[src/rtl/if_stage_bpred_if.sv]
// Fetch-stage bundle: stall/enable controls, instruction-memory data, branch
// resolution from ID, and the fetch address, prediction, flush and statistics.
interface if_stage_bpred_if #(
   parameter int unsigned WORD_LEN   = 32,
   parameter int unsigned STAT_WIDTH = 32
);
   logic                  freeze;
   logic                  bp_enable;
   logic [WORD_LEN-1:0]   instruction_in;
   logic                  res_valid;
   logic [WORD_LEN-1:0]   res_pc;
   logic                  res_taken;
   logic [WORD_LEN-1:0]   res_target;
   logic                  res_pred_taken;
   logic [WORD_LEN-1:0]   res_pred_target;
   logic [WORD_LEN-1:0]   pc;
   logic [WORD_LEN-1:0]   instruction;
   logic                  pred_taken;
   logic [WORD_LEN-1:0]   pred_target;
   logic                  flush;
   logic [STAT_WIDTH-1:0] bp_total;
   logic [STAT_WIDTH-1:0] bp_correct;
   logic [STAT_WIDTH-1:0] bp_wrong;

   // Environment side: drives controls and resolutions, observes fetch.
   modport master (
      output freeze, bp_enable, instruction_in,
      output res_valid, res_pc, res_taken, res_target, res_pred_taken, res_pred_target,
      input  pc, instruction, pred_taken, pred_target, flush,
      input  bp_total, bp_correct, bp_wrong
   );

   // Fetch-stage side.
   modport slave (
      input  freeze, bp_enable, instruction_in,
      input  res_valid, res_pc, res_taken, res_target, res_pred_taken, res_pred_target,
      output pc, instruction, pred_taken, pred_target, flush,
      output bp_total, bp_correct, bp_wrong
   );
endinterface

[src/rtl/if_stage_bpred.sv]
// IF stage with a bimodal BHT and a direct-mapped BTB. Predicted-taken
// branches redirect fetch in the same cycle; mispredicts resolved in ID
// flush IF/ID and redirect fetch on the following edge.
module if_stage_bpred #(
   parameter int unsigned WORD_LEN    = 32,
   parameter int unsigned BHT_ENTRIES = 16,
   parameter int unsigned BTB_ENTRIES = 16,
   parameter int unsigned CTR_BITS    = 2,
   parameter int unsigned STAT_WIDTH  = 32
) (
   input  logic              clk,
   input  logic              rst,
   if_stage_bpred_if.slave   bus
);

   localparam int unsigned BHT_IDX_W = $clog2(BHT_ENTRIES);
   localparam int unsigned BTB_IDX_W = $clog2(BTB_ENTRIES);
   localparam int unsigned TAG_W     = WORD_LEN - BTB_IDX_W - 2;
   localparam logic [CTR_BITS-1:0] CTR_INIT = CTR_BITS'((1 << (CTR_BITS - 1)) - 1);
   localparam logic [CTR_BITS-1:0] CTR_MAX  = '1;
   localparam logic [CTR_BITS-1:0] CTR_ONE  = CTR_BITS'(1);

   // Architectural state
   logic [WORD_LEN-1:0]   r_pc;
   logic [CTR_BITS-1:0]   r_bht        [BHT_ENTRIES];
   logic                  r_btb_valid  [BTB_ENTRIES];
   logic [TAG_W-1:0]      r_btb_tag    [BTB_ENTRIES];
   logic [WORD_LEN-1:0]   r_btb_target [BTB_ENTRIES];
   logic [STAT_WIDTH-1:0] r_total;
   logic [STAT_WIDTH-1:0] r_correct;
   logic [STAT_WIDTH-1:0] r_wrong;

   // Lookup-side and resolve-side decode
   logic [BHT_IDX_W-1:0]  w_bht_idx;
   logic [BTB_IDX_W-1:0]  w_btb_idx;
   logic [TAG_W-1:0]      w_tag;
   logic [BHT_IDX_W-1:0]  w_res_bht_idx;
   logic [BTB_IDX_W-1:0]  w_res_btb_idx;
   logic [TAG_W-1:0]      w_res_tag;
   logic                  w_hit;
   logic                  w_pred_taken;
   logic [WORD_LEN-1:0]   w_pred_target;
   logic                  w_mispredict;
   logic [WORD_LEN-1:0]   w_pc_plus4;
   logic [WORD_LEN-1:0]   w_res_pc_plus4;
   logic [WORD_LEN-1:0]   w_pc_next;
   logic [CTR_BITS-1:0]   w_ctr_cur;
   logic [CTR_BITS-1:0]   w_ctr_next;

   assign w_bht_idx     = r_pc[BHT_IDX_W+1:2];
   assign w_btb_idx     = r_pc[BTB_IDX_W+1:2];
   assign w_tag         = r_pc[WORD_LEN-1:BTB_IDX_W+2];
   assign w_res_bht_idx = bus.res_pc[BHT_IDX_W+1:2];
   assign w_res_btb_idx = bus.res_pc[BTB_IDX_W+1:2];
   assign w_res_tag     = bus.res_pc[WORD_LEN-1:BTB_IDX_W+2];

   assign w_pc_plus4     = r_pc + WORD_LEN'(4);
   assign w_res_pc_plus4 = bus.res_pc + WORD_LEN'(4);

   // Prediction for the current fetch address; suppressed while in reset.
   assign w_hit         = r_btb_valid[w_btb_idx] & (r_btb_tag[w_btb_idx] == w_tag);
   assign w_pred_taken  = rst & bus.bp_enable & w_hit & r_bht[w_bht_idx][CTR_BITS-1];
   assign w_pred_target = w_pred_taken ? r_btb_target[w_btb_idx] : '0;

   // A resolved branch mispredicted if direction differs, or if taken to a different target.
   assign w_mispredict = bus.res_valid &
                         ((bus.res_taken != bus.res_pred_taken) |
                          (bus.res_taken & (bus.res_target != bus.res_pred_target)));

   // Next fetch address: mispredict redirect beats freeze, freeze beats prediction.
   always_comb begin
      w_pc_next = w_pc_plus4;
      if (w_mispredict) begin
         w_pc_next = bus.res_taken ? bus.res_target : w_res_pc_plus4;
      end else if (bus.freeze) begin
         w_pc_next = r_pc;
      end else if (w_pred_taken) begin
         w_pc_next = w_pred_target;
      end
   end

   // Saturating counter step for the resolved branch.
   always_comb begin
      w_ctr_cur  = r_bht[w_res_bht_idx];
      w_ctr_next = w_ctr_cur;
      if (bus.res_taken) begin
         if (w_ctr_cur != CTR_MAX) w_ctr_next = w_ctr_cur + CTR_ONE;
      end else begin
         if (w_ctr_cur != '0) w_ctr_next = w_ctr_cur - CTR_ONE;
      end
   end

   // Fetch PC register.
   always_ff @(posedge clk or negedge rst) begin
      if (!rst) begin
         r_pc <= '0;
      end else begin
         r_pc <= w_pc_next;
      end
   end

   // BHT training on every resolution, regardless of enable or freeze.
   always_ff @(posedge clk or negedge rst) begin
      if (!rst) begin
         for (int i = 0; i < int'(BHT_ENTRIES); i++) begin
            r_bht[i] <= CTR_INIT;
         end
      end else if (bus.res_valid) begin
         r_bht[w_res_bht_idx] <= w_ctr_next;
      end
   end

   // BTB valid bits: only taken resolutions allocate; nothing invalidates.
   always_ff @(posedge clk or negedge rst) begin
      if (!rst) begin
         for (int i = 0; i < int'(BTB_ENTRIES); i++) begin
            r_btb_valid[i] <= 1'b0;
         end
      end else if (bus.res_valid && bus.res_taken) begin
         r_btb_valid[w_res_btb_idx] <= 1'b1;
      end
   end

   // BTB tag/target payload; qualified by the valid bit, so no reset needed.
   always_ff @(posedge clk) begin
      if (bus.res_valid && bus.res_taken) begin
         r_btb_tag[w_res_btb_idx]    <= w_res_tag;
         r_btb_target[w_res_btb_idx] <= bus.res_target;
      end
   end

   // Prediction statistics, each saturating at all-ones independently.
   always_ff @(posedge clk or negedge rst) begin
      if (!rst) begin
         r_total   <= '0;
         r_correct <= '0;
         r_wrong   <= '0;
      end else if (bus.res_valid) begin
         if (r_total != '1) r_total <= r_total + STAT_WIDTH'(1);
         if (w_mispredict) begin
            if (r_wrong != '1) r_wrong <= r_wrong + STAT_WIDTH'(1);
         end else begin
            if (r_correct != '1) r_correct <= r_correct + STAT_WIDTH'(1);
         end
      end
   end

   assign bus.pc          = r_pc;
   assign bus.instruction = bus.instruction_in;
   assign bus.pred_taken  = w_pred_taken;
   assign bus.pred_target = w_pred_target;
   assign bus.flush       = rst & w_mispredict;
   assign bus.bp_total    = r_total;
   assign bus.bp_correct  = r_correct;
   assign bus.bp_wrong    = r_wrong;

endmodule
[src/flat_wrapper.sv]
// flat-port wrapper written by rule: the top's interface ports become plain ports
module if_stage_bpred_flat 
#(
   parameter int unsigned WORD_LEN    = 32,
   parameter int unsigned BHT_ENTRIES = 16,
   parameter int unsigned BTB_ENTRIES = 16,
   parameter int unsigned CTR_BITS    = 2,
   parameter int unsigned STAT_WIDTH  = 32
)
  (clk, rst, bus_freeze, bus_bp_enable, bus_instruction_in, bus_res_valid, bus_res_pc, bus_res_taken, bus_res_target, bus_res_pred_taken, bus_res_pred_target, bus_pc, bus_instruction, bus_pred_taken, bus_pred_target, bus_flush, bus_bp_total, bus_bp_correct, bus_bp_wrong);
  if_stage_bpred_if #(.WORD_LEN(WORD_LEN), .STAT_WIDTH(STAT_WIDTH)) bus_i ();
  input  logic clk;
  input  logic rst;
  input wire logic [$bits(bus_i.freeze)-1:0] bus_freeze;
  input wire logic [$bits(bus_i.bp_enable)-1:0] bus_bp_enable;
  input wire logic [$bits(bus_i.instruction_in)-1:0] bus_instruction_in;
  input wire logic [$bits(bus_i.res_valid)-1:0] bus_res_valid;
  input wire logic [$bits(bus_i.res_pc)-1:0] bus_res_pc;
  input wire logic [$bits(bus_i.res_taken)-1:0] bus_res_taken;
  input wire logic [$bits(bus_i.res_target)-1:0] bus_res_target;
  input wire logic [$bits(bus_i.res_pred_taken)-1:0] bus_res_pred_taken;
  input wire logic [$bits(bus_i.res_pred_target)-1:0] bus_res_pred_target;
  output wire logic [$bits(bus_i.pc)-1:0] bus_pc;
  output wire logic [$bits(bus_i.instruction)-1:0] bus_instruction;
  output wire logic [$bits(bus_i.pred_taken)-1:0] bus_pred_taken;
  output wire logic [$bits(bus_i.pred_target)-1:0] bus_pred_target;
  output wire logic [$bits(bus_i.flush)-1:0] bus_flush;
  output wire logic [$bits(bus_i.bp_total)-1:0] bus_bp_total;
  output wire logic [$bits(bus_i.bp_correct)-1:0] bus_bp_correct;
  output wire logic [$bits(bus_i.bp_wrong)-1:0] bus_bp_wrong;
  assign bus_i.freeze = bus_freeze;
  assign bus_i.bp_enable = bus_bp_enable;
  assign bus_i.instruction_in = bus_instruction_in;
  assign bus_i.res_valid = bus_res_valid;
  assign bus_i.res_pc = bus_res_pc;
  assign bus_i.res_taken = bus_res_taken;
  assign bus_i.res_target = bus_res_target;
  assign bus_i.res_pred_taken = bus_res_pred_taken;
  assign bus_i.res_pred_target = bus_res_pred_target;
  assign bus_pc = bus_i.pc;
  assign bus_instruction = bus_i.instruction;
  assign bus_pred_taken = bus_i.pred_taken;
  assign bus_pred_target = bus_i.pred_target;
  assign bus_flush = bus_i.flush;
  assign bus_bp_total = bus_i.bp_total;
  assign bus_bp_correct = bus_i.bp_correct;
  assign bus_bp_wrong = bus_i.bp_wrong;
  if_stage_bpred #(.WORD_LEN(WORD_LEN), .BHT_ENTRIES(BHT_ENTRIES), .BTB_ENTRIES(BTB_ENTRIES), .CTR_BITS(CTR_BITS), .STAT_WIDTH(STAT_WIDTH)) u_core (.clk(clk), .rst(rst), .bus(bus_i));
endmodule
[config.mk]
export PLATFORM = sky130hd
export DESIGN_NAME = if_stage_bpred_flat
export DESIGN_NICKNAME = d
export VERILOG_FILES = /design/src/rtl/if_stage_bpred_if.sv /design/src/rtl/if_stage_bpred.sv /design/src/flat_wrapper.sv
export SDC_FILE = /design/constraint.sdc
export NUM_CORES = 1
export LEC_CHECK = 0
export CAP_MARGIN = 40
export CORE_ASPECT_RATIO = 1.5
export CORE_MARGIN = 2
export CORE_UTILIZATION = 40
export DETAILED_ROUTE_END_ITERATION = 16
export MAX_ROUTING_LAYER = met4
export PLACE_DENSITY = 0.62
export SLEW_MARGIN = 20
export SYNTH_ARGS = -nofsm -noshare
export SYNTH_HDL_FRONTEND = slang
export SYNTH_SLANG_ARGS = --single-unit
[constraint.sdc]
create_clock -name clk -period 5.35 [get_ports clk]
set_clock_uncertainty 0.2 [all_clocks]
set_input_delay 1.07 -clock clk [delete_from_list [all_inputs] [get_ports clk]]
set_output_delay 1.07 -clock clk [all_outputs]
set_load 0.02 [all_outputs]
; After elaboration in Yosys (flattened, before gate mapping)
; Memory sizes are Yosys's and may differ from the RTL's.
; Cells that the tools add are included.
; Widths: inputs -> output; s select.
[totals]
regBits = 176
mem_bits_rw = 928
in_bits = 135
output_inout_bits = 194
word_cells = 98
memories = 2
[classes]
n_addsub = 7
magnitude_cmp = 3
n_eq_ne = 8
n_mux = 24
n_bitwise = 12
reduce_logical = 6
[memory_table]
columns = name, words, word_bits, read_ports, rd_clocked_by_memory_dff, wr, line
row1 = u_core.r_btb_target, 16, 32, 1, 0, 1, if_stage_bpred.sv:28  ; logic [WORD_LEN-1:0] r_btb_target [BTB_ENTRIES];
row2 = u_core.r_btb_tag, 16, 26, 1, 0, 1, if_stage_bpred.sv:27  ; logic [TAG_W-1:0] r_btb_tag [BTB_ENTRIES];
[ops]
columns = op, count
row1 = $mux 32, 5
row2 = $add 32x1->32 const B, 3
row3 = $ne 32x32->1 const B, 3
row4 = $add 32x3->32 const B, 2
row5 = $bwmux 32, 1
row6 = $ne 32x32->1, 1
row7 = $eq 26x26->1, 1
row8 = $bmux 2 s4, 2
row9 = $mux 2, 8
row10 = $or 16x16->16, 1
row11 = $ge 5x5->1 const B, 2
row12 = $not 4->5, 2
row13 = $demux 2 s4, 1
row14 = $and 1x1->1, 7
row15 = $reduce_and 3->1, 2
row16 = $lt 5x1->1 const B, 1
row17 = $mux 1, 5
row18 = $bmux 1 s4, 1
row19 = $demux 1 s4, 1
row20 = $add 2x1->2 const B, 1
row21 = $logic_and 1x1->1, 2
row22 = $ne 2x1->1 const B, 1
row23 = $ne 2x2->1 const B, 1
row24 = $reduce_and 2->1, 1
row25 = other kinds (5), 5

; Longest topological paths before layout
[logic_depth]
ltp_word = 11
depth_mapped = 18
ltp_nobuf = 10

; Worst setup path before layout
; Ideal clock, no wire load.
[synth_path]
path_kind = input port to flip-flop
from = in bus_res_pc[4]
to = mem u_core.r_btb_tag[7][0] (netlist bit), enable pin
setup_time_ps = 475
arrival_time_ps = 4421
required_time_ps = 4675
setup_slack_ps = 254
stages = 5
n_path_buf = 2
cell_sequence = clkbuf_1 and2_1 clkbuf_1 nand2_1 nor2_1
[synth_rtl]
columns = element, line
row1 = start: declaration, flat_wrapper.sv:18  ; input wire logic [$bits(bus_i.res_pc)-1:0] bus_res_pc;
row2 = end: declaration, if_stage_bpred.sv:27
; No word-level cell before the write port.

; Worst setup path in the final report
[layout_path]
from = reg u_core.r_pc[2], in the netlist u_core.bus.pc[2]
to = out bus_pred_target[13]
[layout_between]
elab_chain_len = 8
word_cells_on_any_way = 14
cone_classes = eq/ne (1) / mux (7) / bitwise (4) / memory (2)
[layout_rtl]
columns = element, line
row1 = start: declaration, if_stage_bpred.sv:24  ; logic [WORD_LEN-1:0] r_pc;
row2 = start signal: assignment, if_stage_bpred.sv:98  ; r_pc <= w_pc_next;
row3 = branches (longest 7 deep; another with $mem_v2 16x26), n/a
row4 = $mux 32 *, if_stage_bpred.sv:63  ; assign w_pred_target = w_pred_taken ? r_btb_target[w_btb_idx] : '0;
row5 = end: declaration, flat_wrapper.sv:26  ; output wire logic [$bits(bus_i.pred_target)-1:0] bus_pred_target;
; Mark *: on every way between the ends. The select of a mux whose other input is x is not followed.

==> impl_metrics.py <==
metrics = {
    "detailed_routing": {
        "drc": 0,
        "vias": 27565,
        "finalWirelength_mm": 144,
        "vias_per_cell": 5.82,
        "wl_per_cell_um": 30.5,
        "ant_nets": 0,
        "drt_first_pass_iters": 6,
        "drt_iter0_markers": 2754,
    },
    "floorplan": {
        "die-area_um2": 119000,
        "fp.dieW_um": 282,
        "die_h_um": 422,
        "io_pins": 329,
        "initial_core_util_pct": 40.2,
        "core_um2": 116000,
        "num_rows": 153,
    },
    "timing": {
        "setup_slack_ns": -0.166,
        "max_freq_ghz": 0.181,
        "finalCriticalPeriod_ns": 5.52,
        "worst_pin_slew_ns": 0.842,
        "slew_headroom_pct": 43.7,
        "tns_ns": -2.67,
        "drv_slew": 0,
        "period_share_pct": 103,
        "setup_violations": 32,
        "rsz0062_at_grt": "yes",
        "final_hold_viol_count": 0,
    },
    "synthesis": {
        "yosys_warnings": 0,
        "async_reset_ff_share_pct": 15.9,
        "netlist_instances": 2659,
        "synthesis.area_um2": 46500,
        "synth_ff_type": "edfxtp_1",
        "ys_ff_latch": 1104,
        "yosysSeqAreaShare_pct": 69.5,
        "synth_edf_count": 928,
        "syn_avg_cell_area_um2": 17.5,
        "synth.net_count": 2802,
        "synth_cell_types": 81,
    },
    "setup_path": {
        "start_kind": "flop",
        "worstRegToRegCells": 20,
        "r2r_end": "u_core.bus.pc[19]",
        "crit_type": "flop to output port",
        "crit_arrival_ns": 4.25,
        "cp.buffers_inverters": 8,
        "slowest_stage": "dfrtp_4",
        "cp-startpoint": "u_core.bus.pc[2]",
        "cp_top_family": "buffers and inverters",
        "path_cells": "buf_12 > buf_8 > buf_4 > mux4_2 > o22ai_1 > o31ai_1 > buf_4 > o2bb2ai_1 > a211o_1 > nor4b_4 > buf_6 > buf_12 > buf_12 > and3_4 > buf_6",
        "critPathRequiredTime_ns": 4.08,
        "cp.depth": 15,
        "endpoint_kind": "output port",
        "ff2ff_setup_slack_ns": 0.81,
        "crit_path_max_incr_delay_ns": 0.49,
        "cp_common_cell": "buf_12",
        "critPathCapture": "bus_pred_target[13]",
        "cp_max_fo": 10,
        "r2r_start": "u_core.bus.pc[2]",
    },
    "layout": {
        "area_growth_pct": 21.5,
        "nets": 3241,
        "drive_above_1_share_pct": 27.2,
        "fillers": 9633,
        "stdcell_area_um2": 56500,
    },
    "power": {
        "power.total_mw": 21.4,
        "leakage_nw": 19.2,
        "powerDensity_nw_per_um2": 379,
        "ir_drop_mv": 0.279,
    },
    "grt": {
        "track_usage_pct": 24.9,
        "grt_start_max_net_pins": 62,
        "grt_pass1_vias": 28033,
        "grt_pass1_wl_mm": 204,
        "grt_overflow": 0,
        "grt_antenna_before_repair": 8,
    },
    "clocking": {
        "clockBufferDepth": 3,
        "clkLatencyLatePin_ns": 0.72,
        "ctsRootBufferMaster": "clkbuf_16",
        "clkTransAtPathRegs_ns": 0.06,
        "cts_buffers": 102,
        "cts_tree": "built",
        "htreeDepth": 3,
        "clock_sinks": 1104,
    },
    "placed_design": {
        "placed_area_um2": 52100,
        "globalplace.congestion": 0.944,
        "place_hpwl_mm": 93.8,
        "io_buffer_count": 264,
    },
    "status": {
        "violations": "negative setup slack",
        "status": "finished with violations",
    },
    "worst_hold_path": {
        "min_path_type": "primary input to asynchronous set/reset pin",
    },
    "run": {
        "drv_cap": 0,
    },
}
-- stage by stage --
stage	utilization, %	setup slack (ns)	hold WS, ns	instances
finish	48.9	-0.166	0.151	4735
global route	48.9	-0.214	0.144	4735
CTS	48.5	-0.152	0.276	4718
detailed placement	45.1	-0.139	0.258	4504
global placement	45.0	-0.144	0.253	4502
floorplan	-	0.254	0.239	2659
-- metal layers --
layer | up-vias | global-route usage (%) | share of wire [%]
li1 | 11395 | - | -
met1 | 14463 | 30.0 | 37
met2 | 1391 | 41.0 | 50
met3 | 316 | 3.52 | 6.7
met4 | 0 | 12.5 | 5.5
met5 | - | - | 0
-- worst min-delay path by stage --
| stage | depth (start not counted) | from | endpoint |
|---|---|---|---|
| after CTS | 1 | u_core.r_btb_valid[5] | u_core.r_btb_valid[5] |
| after global placement | 1 | u_core.r_btb_valid[7] | u_core.r_btb_valid[7] |
| final | 2 | rst | u_core.bus.bp_correct[30] |
| after detailed placement | 1 | u_core.r_btb_valid[11] | u_core.r_btb_valid[11] |
| after floorplan | 1 | u_core.r_btb_valid[0] | u_core.r_btb_valid[0] |
| after global routing | 2 | rst | u_core.bus.bp_correct[30] |
-- what timing repair did --
item / CTS / global route
cloned: 7 / 1
pin swaps: 11 / 10
gates resized for setup: 198 / 54
hold buffers: 0 / 0
setup buffers: 19 / 11
setup endpoints to repair: 34 / 34
-- placed cells by master (no fill, tap or decap), types with 48 or more instances in the layout --
cell	Yosys	final
edfxtp_1	928	928
nor2_1	84	65
mux4_2	258	258
clkbuf_16	0	106
nand3_1	78	77
nand2_1	160	160
buf_4	42	188
xnor2_1	131	130
mux2_2	53	51
a21oi_1	57	57
mux2i_1	62	48
dfrtp_1	160	156
clkdlybuf4s50_1	0	228
-- synth_stat cells (4+ instances only) --
library cell	count	share of area, %
a21oi_1	57	0.61
a31oi_1	17	0.23
nand4_1	42	0.57
dfrtp_1	160	8.6
nor3_1	25	0.27
nand3_1	78	0.84
mux2_2	53	1.3
buf_1	10	0.081
nor4_1	8	0.11
nand2_1	160	1.3
o21ai_1	13	0.14
o211ai_1	13	0.21
or3_1	12	0.16
buf_4	42	0.68
or2_2	20	0.27
dfstp_2	16	0.90
nor2b_1	16	0.22
mux2i_1	62	1.3
xnor2_1	131	2.5
and4_1	16	0.30
and2_1	19	0.26
nor2_1	84	0.68
buf_6	13	0.31
a211oi_1	11	0.18
inv_1	22	0.18
o22ai_1	8	0.11
buf_2	31	0.33
o311ai_0	4	0.075
o31ai_1	8	0.13
a21o_1	5	0.081
and3_1	68	0.92
xor2_1	47	0.89
a22oi_1	9	0.15
mux4_2	258	12
edfxtp_1	928	60
o21ai_0	26	0.28
nand2b_1	14	0.19
clkbuf_1	72	0.58
ha_1	8	0.22
nand3b_1	8	0.13
-- area by class of cell --
| cell class | instances | area (µm²) | area share [%] |
|---|---|---|---|
| inverters | 23 | 87.6 | 0.155 |
| clock buffers | 132 | 2740 | 4.85 |
| flip-flops and latches | 1104 | 32300 | 57.2 |
| diodes | 3 | 7.51 | 0.0133 |
| clock inverters | 56 | 519 | 0.919 |
| repair buffers | 505 | 5230 | 9.25 |
| multi-input cells | 1362 | 13700 | 24.2 |
| well taps | 1550 | 1940 | 3.43 |
-- cells by family (layout without fill, tap and decap cells) --
group	count (synthesis)	count (layout)	synth area share, %
compound gates	213	213	3.01
xor+xnor	178	178	3.35
fa+ha+maj	10	10	0.258
buf+inv	193	716	2.24
flops	1104	1104	69.5
mux	373	373	15.1
other cells	0	3	0
simple gates	588	588	6.57
-- where the power goes --
part | internal [mW] | switching, mW | total [mW]
Combinational | 1.91 | 2.26 | 4.16
Clock | 4.02 | 3.24 | 7.26
Sequential | 9.67 | 0.338 | 10.0
-- flip-flops by register name, summed over array words and instances, names as in the netlist --
signal                 cells
u_core.bus.pc             32
u_core.bus.bp_total       32
u_core.bus.bp_correct     32
u_core.r_btb_tag         416
u_core.r_bht              32
u_core.r_btb_target      512
u_core.r_btb_valid        16
u_core.bus.bp_wrong       32
-- worst reg2reg max path, cell delays in order (launching register included) --
cell and delay (ns):
dfrtp_4 0.49, buf_12 0.16, buf_8 0.15, buf_4 0.16, mux4_2 0.36, o22ai_1 0.08
o31ai_1 0.32, buf_4 0.18, o2bb2ai_1 0.07, a211o_1 0.35, nor4b_4 0.36, buf_6 0.19
buf_12 0.13, buf_12 0.13, buf_4 0.11, buf_4 0.13, buf_4 0.13, buf_4 0.17
a22o_1 0.16, o211ai_1 0.10, mux2_2 0.28
Power figures use the tool's default switching activity.
